$ cat src/rtl/cache_repl_ctrl_pkg.sv
// Shared types and constants for the cache replacement controller.
// State encoding, bus widths and the line-alignment helper live here.
package cache_pkg;

  localparam int DEF_ENTRIES   = 4;
  localparam int DEF_LINE_BITS = 6;
  localparam int COUNT_W       = 12;
  localparam int PA_W          = 64;

  typedef enum logic [2:0] {
    ST_IDLE,
    ST_LOOKUP,
    ST_VICTIM,
    ST_REFILL,
    ST_WRITE,
    ST_CLEAR
  } state_t;

  function automatic logic [PA_W-1:0] line_align(input logic [PA_W-1:0] pa, input int lb);
    return (pa >> lb) << lb;
  endfunction

endpackage

$ cat src/rtl/cache_repl_ctrl_if.sv
// Lookup / entry-array / refill bundle between the controller (slave)
// and its surroundings (master).
interface cache_repl_ctrl_if import cache_pkg::*; #(
  parameter int ENTRIES = DEF_ENTRIES
);
  localparam int IDX_W = $clog2(ENTRIES);

  logic                       lk_valid;
  logic [PA_W-1:0]            lk_pa;
  logic                       lk_ready;
  logic                       lk_done;
  logic                       lk_hit;
  logic [IDX_W-1:0]           lk_way;
  logic [PA_W*ENTRIES-1:0]    entry_pa;
  logic [ENTRIES-1:0]         entry_valid;
  logic [COUNT_W*ENTRIES-1:0] entry_count;
  logic [ENTRIES-1:0]         entry_write;
  logic [PA_W-1:0]            entry_pa_in;
  logic [ENTRIES-1:0]         entry_access;
  logic                       mem_req;
  logic [PA_W-1:0]            mem_pa;
  logic                       mem_ack;
  logic                       clear_req;
  logic                       l1_clear;

  modport master (
    output lk_valid, lk_pa, entry_pa, entry_valid, entry_count, mem_ack, clear_req,
    input  lk_ready, lk_done, lk_hit, lk_way, entry_write, entry_pa_in, entry_access,
           mem_req, mem_pa, l1_clear
  );

  modport slave (
    input  lk_valid, lk_pa, entry_pa, entry_valid, entry_count, mem_ack, clear_req,
    output lk_ready, lk_done, lk_hit, lk_way, entry_write, entry_pa_in, entry_access,
           mem_req, mem_pa, l1_clear
  );

endinterface

$ cat src/rtl/cache_repl_ctrl_victim_sel.sv
// Combinational victim pick: lowest-index invalid entry, otherwise the
// least-frequently-used entry with ties going to the lowest index.
module cache_victim_sel import cache_pkg::*; #(
  parameter int ENTRIES = DEF_ENTRIES
) (
  input  logic [ENTRIES-1:0]         entry_valid_i,
  input  logic [COUNT_W*ENTRIES-1:0] entry_count_i,
  output logic [$clog2(ENTRIES)-1:0] victim_o
);
  localparam int IDX_W = $clog2(ENTRIES);

  logic               free_any;
  logic [IDX_W-1:0]   free_idx;
  logic [IDX_W-1:0]   min_idx;
  logic [COUNT_W-1:0] min_cnt;

  always_comb begin
    free_any = 1'b0;
    free_idx = '0;
    // Descending scan so the lowest free index is the one left standing.
    for (int i = ENTRIES - 1; i >= 0; i--) begin
      if (!entry_valid_i[i]) begin
        free_any = 1'b1;
        free_idx = IDX_W'(i);
      end
    end
    min_idx = '0;
    min_cnt = entry_count_i[COUNT_W-1:0];
    for (int i = 1; i < ENTRIES; i++) begin
      if (entry_count_i[i*COUNT_W +: COUNT_W] < min_cnt) begin
        min_cnt = entry_count_i[i*COUNT_W +: COUNT_W];
        min_idx = IDX_W'(i);
      end
    end
    victim_o = free_any ? free_idx : min_idx;
  end

endmodule

$ cat src/rtl/cache_repl_ctrl.sv
// Lookup / LFU-replacement sequencer: hit detect, victim pick, refill
// handshake, entry write-back and whole-array invalidate.
module cache_repl_ctrl import cache_pkg::*; #(
  parameter int ENTRIES   = DEF_ENTRIES,
  parameter int LINE_BITS = DEF_LINE_BITS
) (
  input logic              clk,
  input logic              rst,
  cache_repl_ctrl_if.slave bus
);
  localparam int IDX_W = $clog2(ENTRIES);
  localparam logic [ENTRIES-1:0] ONE_HOT = {{(ENTRIES-1){1'b0}}, 1'b1};

  state_t             state_q;
  logic [PA_W-1:0]    pa_q;
  logic [IDX_W-1:0]   victim_q;
  logic               lk_done_q;
  logic               lk_hit_q;
  logic [IDX_W-1:0]   lk_way_q;
  logic [ENTRIES-1:0] entry_write_q;
  logic [ENTRIES-1:0] entry_access_q;
  logic [PA_W-1:0]    entry_pa_in_q;
  logic               mem_req_q;
  logic [PA_W-1:0]    mem_pa_q;
  logic               l1_clear_q;

  logic               hit_any;
  logic [IDX_W-1:0]   hit_idx;
  logic [IDX_W-1:0]   victim_pick;

  // Tag compare runs on the request as it is accepted so the hit result
  // is already registered and presented during the LOOKUP cycle.
  always_comb begin
    hit_any = 1'b0;
    hit_idx = '0;
    for (int i = ENTRIES - 1; i >= 0; i--) begin
      if (bus.entry_valid[i] &&
          (((bus.entry_pa[i*PA_W +: PA_W] ^ bus.lk_pa) >> LINE_BITS) == '0)) begin
        hit_any = 1'b1;
        hit_idx = IDX_W'(i);
      end
    end
  end

  cache_victim_sel #(.ENTRIES(ENTRIES)) u_victim_sel (
    .entry_valid_i (bus.entry_valid),
    .entry_count_i (bus.entry_count),
    .victim_o      (victim_pick)
  );

  always_ff @(posedge clk or negedge rst) begin
    if (!rst) begin
      state_q        <= ST_IDLE;
      pa_q           <= '0;
      victim_q       <= '0;
      lk_done_q      <= 1'b0;
      lk_hit_q       <= 1'b0;
      lk_way_q       <= '0;
      entry_write_q  <= '0;
      entry_access_q <= '0;
      entry_pa_in_q  <= '0;
      mem_req_q      <= 1'b0;
      mem_pa_q       <= '0;
      l1_clear_q     <= 1'b0;
    end else begin
      lk_done_q      <= 1'b0;
      lk_hit_q       <= 1'b0;
      lk_way_q       <= '0;
      entry_write_q  <= '0;
      entry_access_q <= '0;
      entry_pa_in_q  <= '0;
      l1_clear_q     <= 1'b0;
      case (state_q)
        ST_IDLE: begin
          if (bus.clear_req) begin
            state_q    <= ST_CLEAR;
            l1_clear_q <= 1'b1;
          end else if (bus.lk_valid) begin
            state_q <= ST_LOOKUP;
            pa_q    <= bus.lk_pa;
            if (hit_any) begin
              lk_done_q      <= 1'b1;
              lk_hit_q       <= 1'b1;
              lk_way_q       <= hit_idx;
              entry_access_q <= ONE_HOT << hit_idx;
            end
          end
        end
        ST_LOOKUP: state_q <= lk_hit_q ? ST_IDLE : ST_VICTIM;
        ST_VICTIM: begin
          state_q   <= ST_REFILL;
          victim_q  <= victim_pick;
          mem_req_q <= 1'b1;
          mem_pa_q  <= line_align(pa_q, LINE_BITS);
        end
        ST_REFILL: begin
          if (bus.mem_ack) begin
            state_q        <= ST_WRITE;
            mem_req_q      <= 1'b0;
            mem_pa_q       <= '0;
            entry_write_q  <= ONE_HOT << victim_q;
            entry_pa_in_q  <= line_align(pa_q, LINE_BITS);
            lk_done_q      <= 1'b1;
            lk_way_q       <= victim_q;
            entry_access_q <= ONE_HOT << victim_q;
          end
        end
        ST_WRITE: state_q <= ST_IDLE;
        ST_CLEAR: state_q <= ST_IDLE;
        default:  state_q <= ST_IDLE;
      endcase
    end
  end

  assign bus.lk_ready     = rst && (state_q == ST_IDLE) && !bus.clear_req;
  assign bus.lk_done      = lk_done_q;
  assign bus.lk_hit       = lk_hit_q;
  assign bus.lk_way       = lk_way_q;
  assign bus.entry_write  = entry_write_q;
  assign bus.entry_access = entry_access_q;
  assign bus.entry_pa_in  = entry_pa_in_q;
  assign bus.mem_req      = mem_req_q;
  assign bus.mem_pa       = mem_pa_q;
  assign bus.l1_clear     = l1_clear_q;

endmodule

$ cat src/flat_wrapper.sv
// flat-port wrapper written by rule: the top's interface ports become plain ports
module cache_repl_ctrl_flat import cache_pkg::*;
#(
  parameter int ENTRIES   = DEF_ENTRIES,
  parameter int LINE_BITS = DEF_LINE_BITS
)
  (clk, rst, bus_lk_valid, bus_lk_pa, bus_entry_pa, bus_entry_valid, bus_entry_count, bus_mem_ack, bus_clear_req, bus_lk_ready, bus_lk_done, bus_lk_hit, bus_lk_way, bus_entry_write, bus_entry_pa_in, bus_entry_access, bus_mem_req, bus_mem_pa, bus_l1_clear);
  cache_repl_ctrl_if #(.ENTRIES(ENTRIES)) bus_i ();
  input logic clk;
  input logic rst;
  input wire logic [$bits(bus_i.lk_valid)-1:0] bus_lk_valid;
  input wire logic [$bits(bus_i.lk_pa)-1:0] bus_lk_pa;
  input wire logic [$bits(bus_i.entry_pa)-1:0] bus_entry_pa;
  input wire logic [$bits(bus_i.entry_valid)-1:0] bus_entry_valid;
  input wire logic [$bits(bus_i.entry_count)-1:0] bus_entry_count;
  input wire logic [$bits(bus_i.mem_ack)-1:0] bus_mem_ack;
  input wire logic [$bits(bus_i.clear_req)-1:0] bus_clear_req;
  output wire logic [$bits(bus_i.lk_ready)-1:0] bus_lk_ready;
  output wire logic [$bits(bus_i.lk_done)-1:0] bus_lk_done;
  output wire logic [$bits(bus_i.lk_hit)-1:0] bus_lk_hit;
  output wire logic [$bits(bus_i.lk_way)-1:0] bus_lk_way;
  output wire logic [$bits(bus_i.entry_write)-1:0] bus_entry_write;
  output wire logic [$bits(bus_i.entry_pa_in)-1:0] bus_entry_pa_in;
  output wire logic [$bits(bus_i.entry_access)-1:0] bus_entry_access;
  output wire logic [$bits(bus_i.mem_req)-1:0] bus_mem_req;
  output wire logic [$bits(bus_i.mem_pa)-1:0] bus_mem_pa;
  output wire logic [$bits(bus_i.l1_clear)-1:0] bus_l1_clear;
  assign bus_i.lk_valid = bus_lk_valid;
  assign bus_i.lk_pa = bus_lk_pa;
  assign bus_i.entry_pa = bus_entry_pa;
  assign bus_i.entry_valid = bus_entry_valid;
  assign bus_i.entry_count = bus_entry_count;
  assign bus_i.mem_ack = bus_mem_ack;
  assign bus_i.clear_req = bus_clear_req;
  assign bus_lk_ready = bus_i.lk_ready;
  assign bus_lk_done = bus_i.lk_done;
  assign bus_lk_hit = bus_i.lk_hit;
  assign bus_lk_way = bus_i.lk_way;
  assign bus_entry_write = bus_i.entry_write;
  assign bus_entry_pa_in = bus_i.entry_pa_in;
  assign bus_entry_access = bus_i.entry_access;
  assign bus_mem_req = bus_i.mem_req;
  assign bus_mem_pa = bus_i.mem_pa;
  assign bus_l1_clear = bus_i.l1_clear;
  cache_repl_ctrl #(.ENTRIES(ENTRIES), .LINE_BITS(LINE_BITS)) u_core (.clk(clk), .rst(rst), .bus(bus_i));
endmodule
$ cat config.mk
export PLATFORM = sky130hd
export DESIGN_NAME = cache_repl_ctrl_flat
export DESIGN_NICKNAME = d
export VERILOG_FILES = /design/src/rtl/cache_repl_ctrl_pkg.sv /design/src/rtl/cache_repl_ctrl_if.sv /design/src/rtl/cache_repl_ctrl_victim_sel.sv /design/src/rtl/cache_repl_ctrl.sv /design/src/flat_wrapper.sv
export SDC_FILE = /design/constraint.sdc
export NUM_CORES = 1
export LEC_CHECK = 0
export CORE_AREA = 2 2 202 204
export CTS_CLUSTER_DIAMETER = 80
export DETAILED_ROUTE_END_ITERATION = 8
export DIE_AREA = 0 0 204 206
export GPL_ROUTABILITY_DRIVEN = 0
export SYNTH_ARGS = -nofsm -noshare
export SYNTH_HDL_FRONTEND = slang
export SYNTH_SLANG_ARGS = --single-unit
export TNS_END_PERCENT = 100
$ cat constraint.sdc
create_clock -name clk -period 2.6 [get_ports clk]
set_clock_uncertainty 0.2 [all_clocks]
set_input_delay 0.52 -clock clk [delete_from_list [all_inputs] [get_ports clk]]
set_output_delay 0.52 -clock clk [all_outputs]
set_load 0.05 [all_outputs]
==> metrics, run 1 <==
total power 13.7 mW; Final #Nets 2160; Yosys warnings 0; DRT iter0 DRCs 659; Synth cell types 64; most used cell, CP a21oi_2; TritonCTS clock tree built; Fin Setup TNS -4.89 ns; Area after DPL 17700 um^2; worst reg2reg path depth 6; CP peak stage delay 0.42 ns; # IOs 520; Seq pwr share 0.329; Cells after Synth 1111; die extent in x 204 um; IO Port Bufs 477; via count 11010; WP buf/inv 4; Net Sw Power 5.71 mW; CP Launch Point bus_entry_count[2]; Fmax 197 MHz; Slew Limit Fails 0; worst min path class in -> reg; end of the critical path u_core.victim_q[0]$_DFFE_PN0P_; Longest Clk Path Bufs 2; Async SR Flop Fraction 1.00; Max VDD drop 0.392 mV; pre-CTS setup slack -3.33 ns; number of global-route vias before repair 11607; detailed placer's ending HPWL 47.7 mm; Leak 8.77 nW; Clock Root Buffer clkbuf_16; status complete, but fails checks; Initial Util 0.271; power share of the clock group 0.204; area grow syn2layout 76.3%; Seq/Total Area, Yosys 0.443; worst-margin pin slew 0.792 ns; Via-to-Cell Ratio 4.78; number of synthesized flops with an enable pin 0; failing checks negative setup slack; Worst EP arrival 5.26 ns; CP required 2.78 ns; reg2reg end u_core.pa_q[56]$_DFFE_PN0P_; sw frac 0.416; mapped cell area 10900 um^2; Die Area 42000 um^2; WP depth 25; Top delay family on crit path compound AO/OA/AOI/OAI gates; share of cells above drive strength 1 0.217; Clock Latency Late Sink 0.45 ns; Rel. slew slack 0.472; # rows 74; ANT nets after route 0; Num CTS Buffers 17; largest net degree at the start of global routing 116; first-pass GRT wire length 79.4 mm; Clock transition at path regs 0.08 ns; Hold Vio Cnt, Final 0; setup ws final -2.48 ns; Tcrit/Tclk final 1.95; clock sinks 193; Overall Global Routing Usage 0.268; Setup crit start kind input pin; CP endpoint kind flop; drt first pass iters 4; core region area 40200 um^2; Crit Reg-Reg Startpoint u_core.state_q[0]$_DFFE_PN0P_; total wire length 57.1 mm; DRC Markers 0; met1 wire length 23.5 mm; initial antenna violation count 13; GRT Residual Overflow 0; slowest CP cell a2111oi_4; highest routed layer met4; FF+latch count, synth 193; Synth Flop Type dfrtp_1; Routed met3 length 3.64 mm; number of max-cap violations 0; met2 wire length 27.7 mm; final-report setup violation count 2; hold_ws 0.267 ns; H-tree levels 4; Avg Inst Size Synth 9.81 um^2; wire per inst 24.8 um; Pint 8.02 mW; R2R setup slack 0.63 ns; min Tclk post-route 5.08 ns; maximum fanout along the worst path 6; Logic pwr share 0.467; Final Instance Area 19200 um^2; pwr dens 714 nW/um^2; Die H 206 um; RSZ-0062 raised after global routing true; critical path type in -> reg
[final cells by class]
cell class                      count  area, um^2
Inverter                           50         193
Antenna cell                       10        25.0
Fill cell                        3836       21000
Sequential cell                   193        4830
Clock buffer                       19         453
Clock inverter                     13         163
Timing Repair Buffer              697        6800
Multi-Input combinational cell    791        6090
Tap cell                          532         666
[worst reg2reg max path, stage by stage (launching register included)]
cell and delay (ns):
dfrtp_1 0.48, nor4_1 0.36, buf_4 0.19, and2_2 0.30, buf_4 0.24, nand2_1 0.08, nand2_1 0.05
[power groups by stage]
stage / sequential [mW] / combinational [mW] / clock (mW)
finish: 4.51 / 6.41 / 2.80
global route: 4.62 / 6.83 / 2.95
CTS: 4.50 / 6.38 / 2.84
detailed placement: 4.55 / 6.26 / 0
floorplan: 5.84 / 2.10 / 0
global placement: 4.54 / 6.18 / 0
[sequential cells by signal, indices dropped and copies added, names as in the netlist]
register	count
u_core.bus.entry_access	4
u_core.bus.entry_pa_in	58
u_core.bus.entry_write	4
u_core.bus.l1_clear	1
u_core.bus.lk_done	1
u_core.bus.lk_hit	1
u_core.bus.lk_way	2
u_core.bus.mem_pa	58
u_core.bus.mem_req	1
u_core.pa_q	58
u_core.state_q	3
u_core.victim_q	2
[synth_stat cells, drive strengths merged, types with 2 or more instances]
library cell | count | share of area
o21ai | 31 | 0.015
a22oi | 2 | 0.0014
ha | 33 | 0.038
buf | 33 | 0.022
nor2 | 30 | 0.011
and2 | 61 | 0.035
a2111oi | 7 | 0.0062
nor4 | 29 | 0.020
nand2b | 3 | 0.0017
a311oi | 2 | 0.0016
and4 | 4 | 0.0034
nor2b | 15 | 0.0086
inv | 50 | 0.017
o21a | 3 | 0.0021
a21oi | 27 | 0.012
clkbuf | 55 | 0.019
nand4 | 38 | 0.023
a22o | 60 | 0.048
nor3 | 5 | 0.0023
dfrtp | 193 | 0.44
a21o | 3 | 0.0021
o21bai | 3 | 0.0021
a211oi | 4 | 0.0032
a221oi | 6 | 0.0048
mux2i | 12 | 0.011
xor2 | 73 | 0.059
o221ai | 2 | 0.0016
o211ai | 3 | 0.0025
o2bb2ai | 8 | 0.0064
xnor2 | 114 | 0.095
o22ai | 15 | 0.0092
nand3 | 13 | 0.0060
nand2 | 158 | 0.054
[worst min path at each step]
stage | endpoint | cells after the start | slack, ns | startpoint
after floorplan | u_core.bus.entry_access[0]$_DFF_PN0_ | 0 | 0.02 | rst
after global placement | u_core.pa_q[17]$_DFFE_PN0P_ | 1 | 0.20 | rst
after detailed placement | u_core.pa_q[17]$_DFFE_PN0P_ | 1 | 0.21 | rst
after CTS | u_core.bus.mem_req$_DFFE_PN0P_ | 1 | 0.29 | u_core.bus.mem_req$_DFFE_PN0P_
after global routing | u_core.pa_q[53]$_DFFE_PN0P_ | 4 | 0.28 | bus_lk_pa[53]
final | u_core.pa_q[53]$_DFFE_PN0P_ | 4 | 0.27 | bus_lk_pa[53]
[layout by cell type, fill, tap and decap left out, types with 9 or more instances in the layout]
cell               n
nor2b_1           14
nor2_1            21
a22o_1            60
o22ai_1           12
xnor2_1          104
buf_12            19
clkbuf_16         17
and2_1            60
a21oi_1           19
diode_2           10
nor4_2            19
dlygate4sd2_1     27
nand3_1           12
conb_1            12
nand4_1           37
xor2_1            70
inv_2              9
o21ai_0           23
dfrtp_1          193
dlymetal6s2s_1    34
clkdlybuf4s50_1  397
buf_6             33
nand2_1          156
inv_1             39
buf_4            169
ha_1              24
[layer usage]
layer,track usage,up-vias
met5,0,-
met4,0.114,0
met3,0.0489,95
met2,0.457,484
met1,0.332,5380
li1,-,5051
[what timing repair did]
item                                   4_1_cts  5_1_grt
gates cloned                                 1        0
endpoints found under the hold margin       17        0
buffers inserted                            16       11
pin swaps                                   69       70
gates resized for setup                    156      107
hold buffers                                 1        0
setup endpoints to repair                   10       10
[stage by stage]
step                       util  cells
after detailed placement  0.440   2237
after global routing      0.478   2304
after global placement    0.440   2237
final                     0.478   2305
after floorplan               -   1122
after CTS                 0.468   2286
[cell families (layout without fill, tap and decap cells)]
| kind of cell | count (synthesis) | after routing | synth area share |
|---|---|---|---|
| AO/OA/AOI/OAI | 187 | 187 | 0.128 |
| XOR/XNOR | 187 | 187 | 0.154 |
| adder cells (fa/ha/maj) | 33 | 33 | 0.0379 |
| buffers and inverters | 138 | 779 | 0.0580 |
| flip-flops | 193 | 193 | 0.443 |
| multiplexers | 12 | 12 | 0.0110 |
| other | 1 | 22 | 0.000344 |
| AND/OR/NAND/NOR | 360 | 360 | 0.168 |
Power figures use the tool's default switching activity.
==> run 2, diff against run 1 <==
Settings changed: CORE_AREA 2 2 202 204 to 2 2 205 207, DIE_AREA 0 0 204 206 to 0 0 207 209, DONT_BUFFER_PORTS set to 1.
==> run 2 against run 1 <==
The flow finishes with violations (negative hold slack, negative setup slack). Global-route usage decreased by 2.2 points. Critical path depth increased by 1. Utilization decreased by 16 points. Design area decreased by 32%. Via count decreased by 16%. Power decreased by 15%. Hold slack got worse by 0.70 ns. Critical endpoint unchanged. Largest cell class is now multi-input gates. Highest routed layer is now met5.
==> metrics, run 2 (synthesis results as in run 1) <==
status complete, but fails checks; failing checks negative hold slack, negative setup slack; detailed placer's ending HPWL 42.9 mm; Crit Reg-Reg Startpoint u_core.state_q[2]$_DFFE_PN0P_; maximum fanout along the worst path 4; total wire length 55.3 mm; # placed instances 1636; slowest CP cell a2111oi_4; commonest non-fill, non-tap cell in the layout dfrtp_1; largest net degree at the start of global routing 195; Fmax 204 MHz; share of cells above drive strength 1 0.145; Hold Vio Cnt, Final 193; R2R setup slack 0.14 ns; # rows 75; Leak 5.81 nW; fillers 4327; most used cell, CP nand2_1; Pint 6.45 mW; Tcrit/Tclk final 1.89; final-report setup violation count 2; Clock Root Buffer clkbuf_16; CP required 2.80 ns; setup ws final -2.31 ns; Worst EP arrival 5.11 ns; core region area 41300 um^2; Final #Nets 1580; Setup crit start kind input pin; die extent in x 207 um; Longest Clk Path Bufs 2; Slew Limit Fails 0; cts hold-fix bufs 44; Rel. slew slack 0.328; Die Area 43300 um^2; wire per inst 32.1 um; Max VDD drop 0.444 mV; IO Port Bufs 0; post-route insts no fill 1724; CP peak stage delay 0.45 ns; DRC Markers 0; first-pass GRT wire length 74.3 mm; pwr dens 901 nW/um^2; drt first pass iters 5; initial antenna violation count 5; ANT nets after route 0; Initial Util 0.264; min Tclk post-route 4.91 ns; Reg area 4830 um^2; DRT iter0 DRCs 830; Die H 209 um; RSZ-0062 raised after global routing true; worst-margin pin slew 1.01 ns; worst reg2reg path depth 6; critical path type in -> reg; clock sinks 193; power share of the clock group 0.219; most frequent cells in the layout 193 x dfrtp_1, 157 x nand2_1, 110 x xnor2_1; reg2reg end u_core.victim_q[1]$_DFFE_PN0P_; TritonCTS clock tree built; total power 11.7 mW; Seq pwr share 0.522; worst min path class in -> async; Logic pwr share 0.260; CP endpoint kind flop; H-tree levels 4; Clock Latency Late Sink 0.46 ns; hold_ws -0.433 ns; GRT Residual Overflow 0; Multi-input gate area 5740 um^2; Overall Global Routing Usage 0.246; number of max-cap violations 0; Net Sw Power 5.28 mW; Clock transition at path regs 0.09 ns; number of global-route vias before repair 9362; # IOs 520; via count 9260; Via-to-Cell Ratio 5.37; Num CTS Buffers 17; area grow syn2layout 19.5%; sw frac 0.450
run 2: how the worst max path moves through the flow:
| stage | end | from | depth (start not counted) |
|---|---|---|---|
| 2_1_floorplan | u_core.victim_q[0]$_DFFE_PN0P_ | bus_entry_count[14] | 24 |
| 3_3_place_gp | u_core.victim_q[1]$_DFFE_PN0P_ | bus_entry_count[6] | 23 |
| 3_5_place_dp | u_core.victim_q[0]$_DFFE_PN0P_ | bus_entry_count[2] | 24 |
| 4_1_cts | u_core.victim_q[0]$_DFFE_PN0P_ | bus_entry_count[2] | 25 |
| 5_1_grt | u_core.victim_q[0]$_DFFE_PN0P_ | bus_entry_count[14] | 24 |
| 6_report | u_core.victim_q[0]$_DFFE_PN0P_ | bus_entry_count[1] | 26 |
run 2: routing by layer:
metal  track usage  up-vias  routed length [um]
li1              -     3891                   -
met1         0.300     4594               21800
met2         0.401      642               26100
met3        0.0690      129                4590
met4         0.117        4                2750
met5             0        -                  27
run 2: final cells by class:
cell class | count | area share
Clock buffer | 18 | 0.0330
Tap cell | 539 | 0.0518
Clock inverter | 14 | 0.00913
Inverter | 50 | 0.0152
Sequential cell | 193 | 0.371
Multi-Input combinational cell | 792 | 0.441
Timing Repair Buffer | 116 | 0.0787
Antenna cell | 2 | 0.000384
run 2: critical path, delay by kind of cell:
family | cells | cell delay (ns)
AOI/OAI and AO/OA | 13 | 2.46
adders and majority gates | 3 | 0.88
buffers and inverters | 5 | 0.55
muxes | 1 | 0.29
and+or+nand+nor | 4 | 0.41
run 2: what timing repair did:
action	4_1_cts	5_1_grt
buffers inserted	5	4
endpoints found under the hold margin	236	193
gates resized for setup	17	29
setup endpoints to repair	2	11
cloned	0	1
pin swaps	11	25
run 2: power groups by stage:
stage | registers, mW | logic, mW | clock network [mW]
after global routing | 6.20 | 3.34 | 2.71
after CTS | 6.11 | 2.92 | 2.62
after floorplan | 5.84 | 2.10 | 0
after detailed placement | 6.17 | 2.80 | 0
final | 6.12 | 3.04 | 2.56
after global placement | 6.14 | 2.72 | 0
run 2: stage by stage:
stage	utilization	TNS [ns]	setup slack, ns	cell area (um^2)
finish	0.315	-4.53	-2.31	13000
floorplan	-	-4.90	-2.47	11000
global route	0.315	-4.89	-2.48	13000
CTS	0.311	-4.15	-2.10	12800
global placement	0.285	-7.15	-2.52	11800
detailed placement	0.285	-7.37	-2.69	11800
==> run 3, diff against run 2 <==
Settings changed: SKIP_CTS_REPAIR_TIMING set to 1.
==> run 3 against run 2 <==
The flow still finishes with violations (negative hold slack, negative setup slack). Maximum frequency rose by 1.8%. Register-to-register slack improved by 0.11 ns. Via count down 1.4%. Global-route usage is 0.57 points lower. Hold slack got worse by 0.0013 ns. Largest power group unchanged. Critical path depth is 1 lower. Sequential power barely moved. Cell count is 0.35% lower.
==> metrics, run 3 (synthesis results as in run 1) <==
status complete, but fails checks; failing checks negative hold slack, negative setup slack; Clock transition at path regs 0.08 ns; Num CTS Buffers 17; Die H 209 um; Clock Latency Late Sink 0.46 ns; clock sinks 193; Fmax 207 MHz; Setup crit start kind input pin; Worst EP arrival 5.02 ns; most used cell, CP nand2_1; CP peak stage delay 0.46 ns; Rel. slew slack 0.369; Area after DPL 11800 um^2; Max VDD drop 0.446 mV; core region area 41300 um^2; share of cells above drive strength 1 0.145; Slew Limit Fails 0; Clock Root Buffer clkbuf_16; min Tclk post-route 4.83 ns; GRT Residual Overflow 0; first-pass GRT wire length 72.2 mm; worst reg2reg path depth 7; Leak 5.78 nW; pre-CTS setup slack -2.69 ns; # rows 75; CP required 2.80 ns; ANT nets after route 0; Via-to-Cell Ratio 5.32; slowest CP cell a2111oi_4; reg2reg end u_core.victim_q[0]$_DFFE_PN0P_; most frequent cells in the layout 193 x dfrtp_1, 157 x nand2_1, 110 x xnor2_1; fillers 4321; pwr dens 901 nW/um^2; Crit Reg-Reg Startpoint u_core.state_q[2]$_DFFE_PN0P_; DRT iter0 DRCs 789; TritonCTS clock tree built; number of global-route vias before repair 9023; Final #Nets 1573; Top delay family on crit path compound AO/OA/AOI/OAI gates; Fin Setup TNS -4.42 ns; number of max-cap violations 0; Die Area 43300 um^2; post-route insts no fill 1718; via count 9133; WP buf/inv 4; critical path type in -> reg; wire per inst 32.2 um; RSZ-0062 raised after global routing true; H-tree levels 4; die extent in x 207 um; final-report setup violation count 2; drt first pass iters 5; initial antenna violation count 4; Overall Global Routing Usage 0.240; commonest non-fill, non-tap cell in the layout dfrtp_1; Final Util 0.315; total wire length 55.3 mm; Initial Util 0.264; Longest Clk Path Bufs 2; R2R setup slack 0.25 ns; IO Port Bufs 0; worst min path class in -> async; DRC Markers 0; maximum fanout along the worst path 6; # placed instances 1636; Final Instance Area 13000 um^2; area grow syn2layout 19.3%; hold_ws -0.434 ns; CP endpoint kind flop; worst-margin pin slew 0.946 ns; Tcrit/Tclk final 1.86; # IOs 520; detailed placer's ending HPWL 42.9 mm; total power 11.7 mW; largest net degree at the start of global routing 195; setup ws final -2.23 ns; Hold Vio Cnt, Final 196
run 3: changes by cell type in the layout (fill, tap and decap cells not counted), sizes merged:
| cell | previous run | this run |
|---|---|---|
| diode | 2 | 3 |
| dlygate4sd3 | 44 | 38 |
| buf | 72 | 71 |
run 3: layer usage:
metal  wire length [um]  share of wire  track usage
met5                  8        0.00014            0
met4               3320          0.060        0.133
met3               4720          0.085       0.0756
met2              25500           0.46        0.385
met1              21700           0.39        0.286
run 3: where the power goes:
| group | internal [mW] | switching, mW |
|---|---|---|
| Combinational | 1.34 | 1.70 |
| Clock | 1.26 | 1.30 |
| Sequential | 3.86 | 2.26 |
run 3: worst max-delay path by stage:
stage                   startpoint                              to  slack [ns]  cells after the start
4_1_cts         bus_entry_count[2]  u_core.victim_q[0]$_DFFE_PN0P_       -2.21                     24
2_1_floorplan  bus_entry_count[14]  u_core.victim_q[0]$_DFFE_PN0P_       -2.47                     24
3_3_place_gp    bus_entry_count[6]  u_core.victim_q[1]$_DFFE_PN0P_       -2.52                     23
5_1_grt         bus_entry_count[1]  u_core.victim_q[0]$_DFFE_PN0P_       -2.45                     26
3_5_place_dp    bus_entry_count[2]  u_core.victim_q[0]$_DFFE_PN0P_       -2.69                     24
6_report        bus_entry_count[1]  u_core.victim_q[0]$_DFFE_PN0P_       -2.23                     25
run 3: final cells by class:
| type | count | area (um^2) | area share |
|---|---|---|---|
| flip-flops and latches | 193 | 4830 | 0.371 |
| clock inverters | 14 | 119 | 0.00914 |
| repair buffers | 109 | 961 | 0.0739 |
| multi-input cells | 792 | 5790 | 0.445 |
| clock buffers | 18 | 429 | 0.0330 |
| inverters | 50 | 195 | 0.0150 |
| diodes | 3 | 7.51 | 0.000577 |
| well taps | 539 | 674 | 0.0518 |
==> variant 1 (flow settings as in run 1) <==
Re-encode `state_t` (6 states) as one-hot, 6 bits wide.
--- a/src/rtl/cache_repl_ctrl_pkg.sv
+++ b/src/rtl/cache_repl_ctrl_pkg.sv
@@ -9,9 +9,9 @@
 
-  typedef enum logic [2:0] {
-    ST_IDLE,
-    ST_LOOKUP,
-    ST_VICTIM,
-    ST_REFILL,
-    ST_WRITE,
-    ST_CLEAR
+  typedef enum logic [5:0] {
+    ST_IDLE   = 6'b000001,
+    ST_LOOKUP = 6'b000010,
+    ST_VICTIM = 6'b000100,
+    ST_REFILL = 6'b001000,
+    ST_WRITE  = 6'b010000,
+    ST_CLEAR  = 6'b100000
   } state_t;
Check against the original RTL: same outputs for any inputs over 10 cycles, from zero or initial values and one cycle with rst low; not proved beyond that.
==> variant 1 against run 1 <==
- the run ends with hold timing, setup timing left
- sequential share of layout area barely moved
- total power fell by 5.0%
- final area rose by 1.7%
- core utilization rose by 0.81 points
- sequential cell count rose by 3
- hold slack got worse by 0.27 ns
- worst setup slack improved by 0.52 ns
- register-to-register slack got worse by 0.44 ns
- area after synthesis fell by 0.31%
- wire length rose by 6.9%
- critical path depth fell by 3
- count of clock-buffer cells in the layout did not move
- critical endpoint is now u_core.victim_q[1]$_DFFE_PN0P_
- highest routed layer is now met5
==> variant 1: results <==
[outcome]
outcome = "complete, but fails checks"
violations = "hold timing, setup timing"

[detailed_routing]
viasPerCell = 4.99
met3_length_um = 4650
drt_iter0_markers = 802
top_layer_used = "met5"

[sta]
fin_hold_ws_ns = -0.00354
fin_ws_ns = -1.96
hold_viol = 3
max_slew_margin_pct = 42.5
setup_viol = 2

[grt]
met1_usage_pct = 35.2
antenna_found_initial = 23
grt_pass1_wl_um = 84800

[cells_and_area]
num_antenna_cells = 13
seq_share_pct = 25.1
clk_share_pct = 3.16
buffers = 720
fillers = 3819
n_all_inverters = 61
buf_share_pct = 35.1

[worst_setup_path]
timing.critical_path.to = "u_core.victim_q[1]$_DFFE_PN0P_"
slowest_stage = "a221o_1"
worstPathMaxFanout = 7
r2r-start = "u_core.state_q[0]$_DFFE_PN1P_"
crit_start = "bus_entry_count[11]"
worst-r2r-cell-count = 7
arrival_ns = 4.72

[yosys]
muxShareOfSynthArea_pct = 1.11
synth_cell_types = 60
synth_area_leaders = "dfrtp_1, xor2_1, xnor2_1"

[power]
ir_worst_vdd_uv = 355

[worst_hold_path]
hold_class = "input port to async pin"

[placement]
dp_hpwl_um = 50100
==> variant 1: cell count changes in the layout (fill, tap and decap cells not counted), moves of 17 or more <==
cell             before  now
clkdlybuf4s50_1     397  345
buf_4               169  193
dlygate4sd2_1        27   52
and3_1                1   63
xnor2_1             104   57
xor2_1               70   87
and2_1               60    1
==> variant 1: power groups by stage <==
stage          Sequential (mW)  Clock [mW]  Combinational (mW)
3_5_place_dp              4.61           0                5.33
6_report                  4.58        2.84                5.62
4_1_cts                   4.56        2.88                5.53
3_3_place_gp              4.59           0                5.26
2_1_floorplan             5.74           0                1.60
5_1_grt                   4.66        3.00                5.97
==> variant 1: repair_timing <==
item	4_1_cts	5_1_grt
pin swaps	99	63
setup buffers	30	7
setup endpoints to repair	11	10
hold endpoints to repair	0	0
hold buffers	0	0
resized for setup	319	104
gates cloned	1	0
==> variant 2 (flow settings as in run 1) <==
Made on the original files. Set the package constant `COUNT_W` to 6 (it was 12).
--- a/src/rtl/cache_repl_ctrl_pkg.sv
+++ b/src/rtl/cache_repl_ctrl_pkg.sv
@@ -6,3 +6,3 @@
   localparam int DEF_LINE_BITS = 6;
-  localparam int COUNT_W       = 12;
+  localparam int COUNT_W       = 6;
   localparam int PA_W          = 64;
Interface: changed (resized bus_entry_count); port bits go from 520 to 496. No check against the original RTL was run, so the function may have changed too.
==> variant 2 against run 1 <==
- the run still ends with setup timing left
- largest power group unchanged
- final area decreased by 5.2%
- critical path depth is 2 lower
- register-to-register slack worse by 0.12 ns
- total power up 4.1%
- combinational power up 4.5%
- worst setup slack better by 1.1 ns
- non-clock buffer count fell by 32
- area after synthesis fell by 5.6%
- wire length fell by 5.3%
- via count decreased by 10%
- sequential cell count is the same
- die area stayed put
==> variant 2: results <==
[outcome]
outcome = "complete, but fails checks"
violations = "setup timing"

[cells_and_area]
nNetsFinal = 1937
drive_above_1_share_pct = 25.1
fillers = 3875

[yosys]
synthXorXnorAreaFrac_pct = 15.4
synth_area_leaders = "dfrtp_1, xnor2_1, a22o_1"
ys_top_cells_by_count = "dfrtp_1, xnor2_1, clkbuf_1"
synth_cell_types = 58
synthAdderAreaFrac_pct = 1.82

[placement]
place.port_buffers = 453
place_area_um2 = 16900

[grt]
globalRouteMet2Util_pct = 44.1
grtUsageTotal_pct = 25.3
antenna_found_initial = 8
grt_pass1_vias = 10342
met1_usage_pct = 31.4

[worst_hold_path]
hold_class = "flip-flop to flip-flop"
hp-start = "u_core.bus.mem_req$_DFFE_PN0P_"

[worst_setup_path]
r2r-start = "u_core.state_q[2]$_DFFE_PN0P_"
regToRegEndpoint = "u_core.bus.mem_pa[24]$_DFFE_PN0P_"
arrival_ns = 4.18
crit_start = "bus_entry_count[3]"

[detailed_routing]
routed_wl_um = 54100
drtPass1Iterations = 6

[power]
p_leak_nw = 7.95
ir_worst_vdd_uv = 464

[sta]
fin_ws_ns = -1.40
setup_viol = 2
max_slew_margin_pct = 55.4
## variant 2: worst max-delay path, stage by stage
cell and delay, ns:
buf_8 0.10, inv_8 0.05, ha_4 0.19, a21o_1 0.16, a21oi_2 0.12, o21ai_1 0.08, a21oi_2 0.18, buf_6 0.17
nor2_4 0.04, a21oi_2 0.13, ha_1 0.28, a21oi_2 0.16, o21ai_2 0.10, nor3_2 0.25, a21oi_2 0.14, mux2_4 0.33
ha_4 0.22, a21o_1 0.15, a21o_1 0.17, a21oi_2 0.15, nor4b_4 0.23, o21ai_2 0.11, a31oi_1 0.16
## variant 2: worst min path at each step
| stage | end | slack (ns) |
|---|---|---|
| 3_3_place_gp | u_core.bus.mem_req$_DFFE_PN0P_ | 0.26 |
| 2_1_floorplan | u_core.bus.entry_access[0]$_DFF_PN0_ | 0.02 |
| 4_1_cts | u_core.bus.mem_req$_DFFE_PN0P_ | 0.29 |
| 5_1_grt | u_core.bus.mem_req$_DFFE_PN0P_ | 0.30 |
| 3_5_place_dp | u_core.bus.mem_req$_DFFE_PN0P_ | 0.27 |
| 6_report | u_core.bus.mem_req$_DFFE_PN0P_ | 0.29 |
## variant 2: layout make-up
class,count,area share (%)
Clock buffer,19,2.43
Antenna cell,2,0.0275
Sequential cell,193,26.5
Multi-Input combinational cell,651,30.1
Timing Repair Buffer,665,35.4
Tap cell,532,3.65
Inverter,41,0.900
Clock inverter,13,0.962
## variant 2: kinds of logic after synthesis
| family | Yosys count |
|---|---|
| compound gates | 151 |
| flops | 193 |
| fa+ha+maj | 15 |
| simple gates | 241 |
| other cells | 1 |
| xor+xnor | 181 |
| buf+inv | 122 |
| mux | 51 |
## variant 2: repair_timing
action	in CTS	in global routing
hold endpoints to repair	103	0
buffers inserted	39	5
endpoints found under the setup margin	10	11
gates cloned	0	0
gates resized for setup	166	40
pin swaps	56	30
hold buffers	1	0
## variant 2: power breakdown
group | leakage (nW) | internal, mW | switching (mW)
logic | 5.14 | 2.81 | 3.89
registers | 2.51 | 4.00 | 0.728
clock network | 0.295 | 1.57 | 1.30
total | 7.95 | 8.37 | 5.92
## variant 2: routing by layer
| metal | vias to the layer above | part of all wire (%) |
|---|---|---|
| li1 | 4497 | - |
| met1 | 4897 | 41 |
| met2 | 434 | 50 |
| met3 | 43 | 7.1 |
| met4 | 6 | 1.5 |
| met5 | - | 0.076 |
## variant 2: stage by stage
step / utilization [%] / instances / setup TNS (ns) / hold WS (ns)
after CTS: 44.9 / 2109 / -2.65 / 0.292
after global routing: 45.3 / 2115 / -3.09 / 0.299
after global placement: 41.9 / 2037 / -11.28 / 0.262
after floorplan: - / 966 / -3.15 / 0.0244
after detailed placement: 41.9 / 2037 / -11.88 / 0.274
final: 45.3 / 2116 / -2.77 / 0.291
